--- src/rtl/axis_video_packer.sv ---
// Pixel-lane to AXI4-Stream video packer: truncates components, tags SOF/EOL from
// write-side geometry counters and buffers beats against TREADY backpressure.
module axis_video_packer #(
  parameter int LANES       = 6,
  parameter int COMP_IN_W   = 10,
  parameter int COMP_OUT_W  = 8,
  parameter int LINE_BEATS  = 3840,
  parameter int FRAME_LINES = 2610,
  parameter int FIFO_DEPTH  = 16
) (
  input  logic                              clk_i,
  input  logic                              reset_n_i,
  input  logic [LANES*COMP_IN_W-1:0]        pix_data_i,
  input  logic [LANES-1:0]                  pix_valid_i,
  input  logic                              frame_start_i,
  input  logic                              clear_overflow_i,
  output logic [LANES*COMP_OUT_W-1:0]       m_axis_video_TDATA,
  output logic [LANES*COMP_OUT_W/8-1:0]     m_axis_video_TKEEP,
  output logic [LANES*COMP_OUT_W/8-1:0]     m_axis_video_TSTRB,
  output logic                              m_axis_video_TLAST,
  output logic                              m_axis_video_TUSER,
  output logic                              m_axis_video_TVALID,
  input  logic                              m_axis_video_TREADY,
  output logic                              m_axis_video_TDEST,
  output logic                              m_axis_video_TID,
  output logic                              overflow_o,
  output logic [$clog2(FIFO_DEPTH):0]       fifo_level_o
);

  localparam int DW  = LANES * COMP_OUT_W;
  localparam int BPL = COMP_OUT_W / 8;
  localparam int KW  = LANES * BPL;
  localparam int EW  = DW + KW + 2;
  localparam int AW  = $clog2(FIFO_DEPTH);
  localparam int LW  = AW + 1;
  localparam int BCW = $clog2(LINE_BEATS + 1);
  localparam int LCW = $clog2(FRAME_LINES + 1);
  localparam logic [BCW-1:0] BEAT_LAST = BCW'(LINE_BEATS - 1);
  localparam logic [LCW-1:0] LINE_LAST = LCW'(FRAME_LINES - 1);
  localparam logic [LW-1:0]  LVL_FULL  = LW'(FIFO_DEPTH);

  logic [DW-1:0]  wr_data;
  logic [KW-1:0]  wr_keep;
  logic           wr_beat, sof, eol;
  logic [EW-1:0]  wr_entry;

  assign wr_beat = |pix_valid_i;

  for (genvar i = 0; i < LANES; i++) begin : g_lane
    assign wr_data[i*COMP_OUT_W +: COMP_OUT_W] = pix_data_i[i*COMP_IN_W + COMP_IN_W - 1 -: COMP_OUT_W];
    assign wr_keep[i*BPL +: BPL]               = {BPL{pix_valid_i[i]}};
  end

  // Truncated LSBs are intentionally discarded.
  logic unused_pix;
  assign unused_pix = ^pix_data_i;

  logic [BCW-1:0] beat_q, beat_d;
  logic [LCW-1:0] line_q, line_d;

  always_comb begin
    beat_d = beat_q;
    line_d = line_q;
    sof    = 1'b0;
    eol    = 1'b0;
    if (frame_start_i && wr_beat) begin
      sof = 1'b1;
      if (LINE_BEATS == 1) begin
        eol    = 1'b1;
        beat_d = '0;
        line_d = (FRAME_LINES == 1) ? '0 : LCW'(1);
      end else begin
        beat_d = BCW'(1);
        line_d = '0;
      end
    end else if (frame_start_i) begin
      beat_d = '0;
      line_d = '0;
    end else if (wr_beat) begin
      sof = (beat_q == '0) && (line_q == '0);
      eol = (beat_q == BEAT_LAST);
      if (beat_q == BEAT_LAST) begin
        beat_d = '0;
        line_d = (line_q == LINE_LAST) ? '0 : line_q + LCW'(1);
      end else begin
        beat_d = beat_q + BCW'(1);
      end
    end
  end

  assign wr_entry = {sof, eol, wr_keep, wr_data};

  logic [EW-1:0] mem_q [FIFO_DEPTH];
  logic [AW-1:0] wr_ptr_q, wr_ptr_d, rd_ptr_q, rd_ptr_d;
  logic [LW-1:0] level_q, level_d, mem_cnt;
  logic [EW-1:0] out_q, out_d;
  logic          tvalid_q, tvalid_d, ovf_q, ovf_d;
  logic          rd, wr_ok, drop, load, mem_empty, mem_wr;

  // The output register is the FIFO head; the memory holds everything behind it.
  assign rd        = tvalid_q && m_axis_video_TREADY;
  assign wr_ok     = wr_beat && ((level_q != LVL_FULL) || rd);
  assign drop      = wr_beat && !wr_ok;
  assign mem_cnt   = level_q - LW'(tvalid_q);
  assign mem_empty = (mem_cnt == '0);
  assign load      = !tvalid_q || rd;
  assign mem_wr    = wr_ok && !(load && mem_empty);

  always_comb begin
    out_d    = out_q;
    tvalid_d = tvalid_q;
    rd_ptr_d = rd_ptr_q;
    wr_ptr_d = mem_wr ? wr_ptr_q + AW'(1) : wr_ptr_q;
    level_d  = level_q + LW'(wr_ok) - LW'(rd);
    ovf_d    = drop ? 1'b1 : (clear_overflow_i ? 1'b0 : ovf_q);
    if (load) begin
      if (!mem_empty) begin
        out_d    = mem_q[rd_ptr_q];
        tvalid_d = 1'b1;
        rd_ptr_d = rd_ptr_q + AW'(1);
      end else if (wr_ok) begin
        out_d    = wr_entry;
        tvalid_d = 1'b1;
      end else begin
        tvalid_d = 1'b0;
      end
    end
  end

  always_ff @(posedge clk_i or negedge reset_n_i) begin
    if (!reset_n_i) begin
      beat_q   <= '0;
      line_q   <= '0;
      wr_ptr_q <= '0;
      rd_ptr_q <= '0;
      level_q  <= '0;
      out_q    <= '0;
      tvalid_q <= 1'b0;
      ovf_q    <= 1'b0;
    end else begin
      beat_q   <= beat_d;
      line_q   <= line_d;
      wr_ptr_q <= wr_ptr_d;
      rd_ptr_q <= rd_ptr_d;
      level_q  <= level_d;
      out_q    <= out_d;
      tvalid_q <= tvalid_d;
      ovf_q    <= ovf_d;
    end
  end

  always_ff @(posedge clk_i) begin
    if (mem_wr) mem_q[wr_ptr_q] <= wr_entry;
  end

  assign m_axis_video_TDATA  = out_q[DW-1:0];
  assign m_axis_video_TKEEP  = out_q[DW +: KW];
  assign m_axis_video_TSTRB  = out_q[DW +: KW];
  assign m_axis_video_TLAST  = out_q[DW+KW];
  assign m_axis_video_TUSER  = out_q[DW+KW+1];
  assign m_axis_video_TVALID = tvalid_q;
  assign m_axis_video_TDEST  = 1'b1;
  assign m_axis_video_TID    = 1'b1;
  assign overflow_o          = ovf_q;
  assign fifo_level_o        = level_q;

endmodule

--- config.mk ---
export PLATFORM = sky130hd
export DESIGN_NAME = axis_video_packer
export DESIGN_NICKNAME = d
export VERILOG_FILES = /design/src/rtl/axis_video_packer.sv
export SDC_FILE = /design/constraint.sdc
export NUM_CORES = 1
export LEC_CHECK = 0
export ABC_AREA = 0
export ABC_CLOCK_PERIOD_IN_PS = 5550
export BUFFER_PORTS_ARGS = -buffer_cell sky130_fd_sc_hd__buf_2
export CELL_PAD_IN_SITES_DETAIL_PLACEMENT = 0
export CELL_PAD_IN_SITES_GLOBAL_PLACEMENT = 1
export CORE_ASPECT_RATIO = 1.4
export CORE_MARGIN = 1.5
export CORE_UTILIZATION = 54
export CTS_CLUSTER_DIAMETER = 200
export DETAILED_ROUTE_END_ITERATION = 10
export GPL_ROUTABILITY_DRIVEN = 0
export GPL_TIMING_DRIVEN = 0
export PLACE_DENSITY_LB_ADDON = 0.1
export SKIP_LAST_GASP = 1
export SYNTH_ARGS = -nofsm -noshare
export SYNTH_HDL_FRONTEND = slang
export SYNTH_SLANG_ARGS = --single-unit
--- constraint.sdc ---
create_clock -name clk_i -period 5.55 [get_ports clk_i]
set_clock_uncertainty 0.15 [all_clocks]
set_input_delay 1.3875 -clock clk_i [delete_from_list [all_inputs] [get_ports clk_i]]
set_output_delay 1.3875 -clock clk_i [all_outputs]
set_load 0.01 [all_outputs]
# [Word level (Yosys, flattened, before mapping)]
# Memories as Yosys holds them, arrays and structs flattened.
# Index checks and enable logic that the tools add are counted.
[classes] bitwise_logic=1 muxes=23 reduce_logical=22 n_addsub=7 n_eq_ne=4
[ops] operator="56-bit 2-to-1 mux" count=2
[ops] operator="12-bit 2-to-1 mux" count=9
[ops] operator="12-bit by 1-bit adder with 12-bit output (second input constant)" count=2
[ops] operator="12-bit equality test (second input constant)" count=2
[ops] operator="12-bit logical NOT" count=2
[ops] operator="1-bit 2-to-1 mux" count=12
[ops] operator="5-bit by 1-bit subtractor with 5-bit output" count=2
[ops] operator="4-bit by 1-bit adder with 4-bit output (second input constant)" count=2
[ops] operator="1-bit logical AND" count=7
[ops] operator="2-bit AND reduction" count=3
[ops] operator="3-bit nonzero test" count=2
[ops] operator="6-bit OR reduction" count=1
[ops] operator="5-bit by 1-bit adder with 5-bit output" count=1
[ops] operator="5-bit logical NOT" count=1
[ops] operator="5-bit != test (second input constant)" count=1
[ops] operator="1-bit logical NOT" count=3
[ops] operator="1-bit logical OR" count=2
[ops] operator="2-bit != test (second input constant)" count=1
[ops] operator="2-bit nonzero test" count=1
[ops] operator="1-bit NOT" count=1
[totals] regBits=95 input_bits=71 mem_bits_rw=896 memories=1 output_inout_bits=71
[memory_table] memory="mem_q" depth=16 word_bits=56 read_ports=1 rd_clocked_by_memory_dff=0 wr=1 line="93" source="logic [EW-1:0] mem_q [FIFO_DEPTH];"

# [Logic depth before layout (Yosys ltp)]
[depth] ltp_word=7 depth_mapped=16 ltp_nobuf=15

# [Worst setup path after synthesis]
# No wires, ideal clock.
[synth_path] kind="in2reg" from="input pix_valid_i[3]" to="memory mem_q[9][0] in the netlist's numbering, enable pin" setup_time_ps=419 t_required_ps=4981 cell_stages=7 slack_ps=1254 arrival_ps=3726 path_cell_list="or4_1 > or3_1 > buf_6 > nand2_8 > buf_6 > a2111oi_1 > and2_1"
[synth_between] elab_chain_len=5
[synth_lines] element="start, declared" line="14" source="input logic [LANES-1:0] pix_valid_i,"
[synth_lines] element="6-bit OR reduction" line="47" source="assign wr_beat = |pix_valid_i;"
[synth_lines] element="1-bit logical AND" line="102" source="assign wr_ok = wr_beat && ((level_q != LVL_FULL) || rd);"
[synth_lines] element="1-bit logical AND" line="107" source="assign mem_wr = wr_ok && !(load && mem_empty);"
[synth_lines] element="1-bit 2-to-1 mux" line="153" source="if (mem_wr) mem_q[wr_ptr_q] <= wr_entry;"
[synth_lines] element="1-bit 2-to-1 mux (not written as such)" line="153"
[synth_lines] element="end, declared" line="93"
# Every way passes these cells.

# [Worst setup path after layout]
[layout_path] from="register level_q[1], in the netlist fifo_level_o[1]" to="memory mem_q[7][26] in the netlist's numbering, enable pin"
[layout_between] elab_chain_len=7 word_cells_on_any_way=10
[layout_lines] element="start, declared" line="95" source="logic [LW-1:0] level_q, level_d, mem_cnt;"
[layout_lines] element="start signal, assigned" line="145" source="level_q <= level_d;"
[layout_lines] element="5-bit by 1-bit subtractor with 5-bit output" line="104" source="assign mem_cnt = level_q - LW'(tvalid_q);"
[layout_lines] element="5-bit logical NOT" line="105" source="assign mem_empty = (mem_cnt == '0);"
[layout_lines] element="1-bit logical AND" line="107"
[layout_lines] element="1-bit logical NOT" line="107"
[layout_lines] element="1-bit logical AND *" line="107"
[layout_lines] element="1-bit 2-to-1 mux *" line="153"
[layout_lines] element="1-bit 2-to-1 mux (not written as such) *" line="153"
# Every way passes the cells marked *; elsewhere a longest branch is shown, timed or not.

==> reports/qor.txt <==
Total global-route track usage: 25.6%
F_max: 0.248 GHz
Final setup violating endpoints: 0
Area growth from synthesis to layout: 14.5%
Post-route minimum period: 4.02 ns
CTS H-tree depth: 3
Depth of the most critical reg-to-reg path: 9
Start-to-end type of the worst setup path: reg -> reg
Share of synthesized registers carrying an async set or reset: 9.59%
Cell area power density: 544 nW/um^2
Hold Crit Class: reg -> reg
Later-pin clock latency in the skew report: 0.67 ns
Number of detailed-routing iterations run before antenna repair: 5
Required @ worst endpoint: 5.74 ns
Element type at the critical path start: flip-flop
TritonCTS clock tree: built
Violation count after the first detailed-route iteration: 1,471
Hold WS: 0.359 ns
Count of buffers inserted at the top-level ports: 127
Post-CTS setup-driven buffer insertion count: 0
Wire length of the first global-routing pass: 134,000 um
Critical register-to-register path startpoint: fifo_level_o[1]
Count of clock tree sinks: 991
Ratio of final minimum period to clock period: 72.5%
Reg-to-reg slack, setup: 1.53 ns
Reg2Reg Capture Point: mem_q[7][26]
Final Max Slew Viols: 0
I/O pin count: 142
Arrival time worst endpoint: 4.21 ns
Site Rows: 115
Detail-routed via count per cell: 6.24
Post-synth top area share: 70.3%
Leading post-synthesis cells by cell area: sky130_fd_sc_hd__edfxtp_1 70%, sky130_fd_sc_hd__mux4_2 13%, sky130_fd_sc_hd__dfrtp_1 6.2%
Clock slew at the register clock pins of the worst setup and hold paths: 0.07 ns
Leakage: 14.5 nW
Number of buffers inserted during clock tree synthesis: 94
Sort of element at the end of the critical path: flip-flop
Setup total negative slack: 0 ns
DRC violations left: 0
Maximum root-to-sink buffer count: 3
Total length of routed wires: 90,300 um
Fraction of layout cells with a size suffix above 1: 28.1%
Root buffer selected by CTS: sky130_fd_sc_hd__clkbuf_16
Average routed wire per standard cell: 29.5 um
Effective utilization at floorplan: 54.5%
Max capacitance violation total: 0
Critical Path Fanout Max: 29
Fillers: 5,034
Dominant cell type by area after synthesis: sky130_fd_sc_hd__edfxtp_1
Launching instance or port of the critical path: fifo_level_o[1]
Synth Flop Type: sky130_fd_sc_hd__edfxtp_1
Final ANT Viol Nets: 0
Number of hold-slack violations in the final timing report: 0
Multi-input gate area in the final layout: 8320 um^2
Resized cells post-CTS: 0
Number of synthesized flops with an enable pin: 896
RSZ-0062 raised after global routing: no
Yosys warns: 0
Sequential element share of the synthesized area: 76.6%
Vias after detailed routing: 19,120
Total grt overflow: 0
Critical path capture point: mem_q[7][26]
Peak supply drop: 354 uV
Die X-Extent: 228 um
Overall die height: 318 um
Post-synthesis cell count: 1,806
Post-layout nets: 2,138
Post-CTS Hold Buffers: 0
Slew of the pin with the lowest slew margin: 1.14 ns
Die area: 72,500 um^2
Normalized max-slew margin: 23.8%
Core Region: 70,200 um^2
Initial antenna violation count: 5
Number of global-route vias before repair: 20,342
Pin count of the biggest net entering global routing: 68
Post-synth cell types: 55
Synth Register Bits: 991
Per-instance average area after synthesis: 21.2 um^2
Result of the run: finished, final reports clean
Cell area after technology mapping: 38,200 um^2
Sequential Area: 29,300 um^2
DPL Wire Length: 54,400 um
[how the worst min path moves through the flow]
stage,slack (ns),to,from,cells past startpoint
finish,0.36,out_q[43],out_q[43],1
global route,0.38,out_q[8],out_q[8],1
CTS,0.36,out_q[47],out_q[47],1
detailed placement,0.35,out_q[0],out_q[0],1
global placement,0.34,out_q[8],out_q[8],1
floorplan,0.36,beat_q[11],beat_q[11],2
[synth_stat cells (19+ instances only)]
master	instances
sky130_fd_sc_hd__dfrtp_1	95
sky130_fd_sc_hd__o21ai_0	21
sky130_fd_sc_hd__nor2_1	28
sky130_fd_sc_hd__a22oi_1	107
sky130_fd_sc_hd__a221o_1	53
sky130_fd_sc_hd__edfxtp_1	896
sky130_fd_sc_hd__mux4_2	224
sky130_fd_sc_hd__clkbuf_1	51
sky130_fd_sc_hd__inv_1	28
sky130_fd_sc_hd__buf_2	30
sky130_fd_sc_hd__a21oi_1	72
sky130_fd_sc_hd__ha_1	19
[routing by layer]
| layer | part of all wire [%] | GRT usage (%) |
|---|---|---|
| met1 | 38 | 32.4 |
| met2 | 54 | 45.3 |
| met3 | 5.2 | 3.75 |
| met4 | 3.0 | 9.04 |
| met5 | 0.059 | 0 |
[through the flow]
| step | cells | worst slack [ns] | area (um^2) | util (%) | total power [mW] |
|---|---|---|---|---|---|
| after floorplan | 1807 | 1.25 | 38300 | - | 14.7 |
| after global placement | 2870 | -1.07 | 40100 | 57.0 | 17.1 |
| after detailed placement | 2887 | 0.929 | 40500 | 57.7 | 17.4 |
| after CTS | 3064 | 1.53 | 43800 | 62.4 | 24.1 |
| after global routing | 3064 | 1.32 | 43800 | 62.4 | 24.8 |
| final | 3065 | 1.53 | 43800 | 62.4 | 23.8 |
[worst max-delay path, cell delays in order, from the launching register on]
cell,delay (ns)
sky130_fd_sc_hd__dfrtp_1,0.46
sky130_fd_sc_hd__inv_1,0.13
sky130_fd_sc_hd__ha_1,0.20
sky130_fd_sc_hd__nor2b_1,0.13
sky130_fd_sc_hd__o311a_1,0.32
sky130_fd_sc_hd__and3_1,0.21
sky130_fd_sc_hd__clkbuf_1,0.22
sky130_fd_sc_hd__a2111oi_1,0.88
sky130_fd_sc_hd__and2_4,0.64
sky130_fd_sc_hd__buf_12,0.31
[power by group]
part | switching [mW] | internal (mW) | total, mW | leakage, nW
Clock | 2.77 | 3.98 | 6.74 | 1.60
Sequential | 0.432 | 9.71 | 10.1 | 9.33
Combinational | 4.00 | 2.93 | 6.93 | 3.56
Total | 7.20 | 16.6 | 23.8 | 14.5
[registers in the layout, indices dropped and copies added, names as in the netlist]
register	cells
overflow_o	1
m_axis_video_TVALID	1
fifo_level_o	5
out_q	56
mem_q	896
line_q	12
beat_q	12
wr_ptr_q	4
rd_ptr_q	4
[cells by family after synthesis]
family / share of synthesized area [%]
other: 0.00980
DFF: 76.6
and+or+nand+nor: 2.09
muxes: 13.4
buffers and inverters: 1.80
AOI/OAI and AO/OA: 5.18
adders and majority gates: 0.674
xor gates and xnor gates: 0.298
[cell type report]
cell class | count | area share [%]
clock buffer | 123 | 6.04
tap | 936 | 2.67
buffer | 111 | 1.33
multi-input combinational | 677 | 19.0
clock inverter | 54 | 1.42
sequential | 991 | 66.9
antenna | 1 | 0.00571
inverter | 28 | 0.240
timing repair buffer | 144 | 2.43
[layout by cell type, fill, tap and decap left out, drive strengths merged, types with 3 or more instances in the layout]
| cell type | netlist | final |
|---|---|---|
| mux4 | 224 | 224 |
| mux2 | 4 | 4 |
| o21ai | 21 | 21 |
| or4b | 3 | 3 |
| nand2 | 20 | 20 |
| nor4 | 5 | 5 |
| nor3 | 6 | 6 |
| ha | 19 | 19 |
| a31oi | 3 | 3 |
| a2111oi | 3 | 3 |
| buf | 60 | 204 |
| mux2i | 3 | 3 |
| a221o | 53 | 53 |
| clkinv | 0 | 33 |
| xor2 | 4 | 4 |
| a211oi | 4 | 4 |
| nand4 | 5 | 5 |
| nor2 | 28 | 28 |
| dfrtp | 95 | 95 |
| edfxtp | 896 | 896 |
| a21oi | 72 | 72 |
| or3 | 10 | 10 |
| nand3 | 16 | 16 |
| and4 | 6 | 6 |
| bufinv | 0 | 13 |
| or4 | 4 | 4 |
| and2 | 15 | 15 |
| and3 | 4 | 4 |
| clkbuf | 51 | 174 |
| nand4b | 3 | 3 |
| a22oi | 107 | 107 |
| nor2b | 5 | 5 |
| clkinvlp | 0 | 5 |
| xnor2 | 9 | 9 |
| inv | 28 | 31 |
Power figures use the tool's default switching activity.
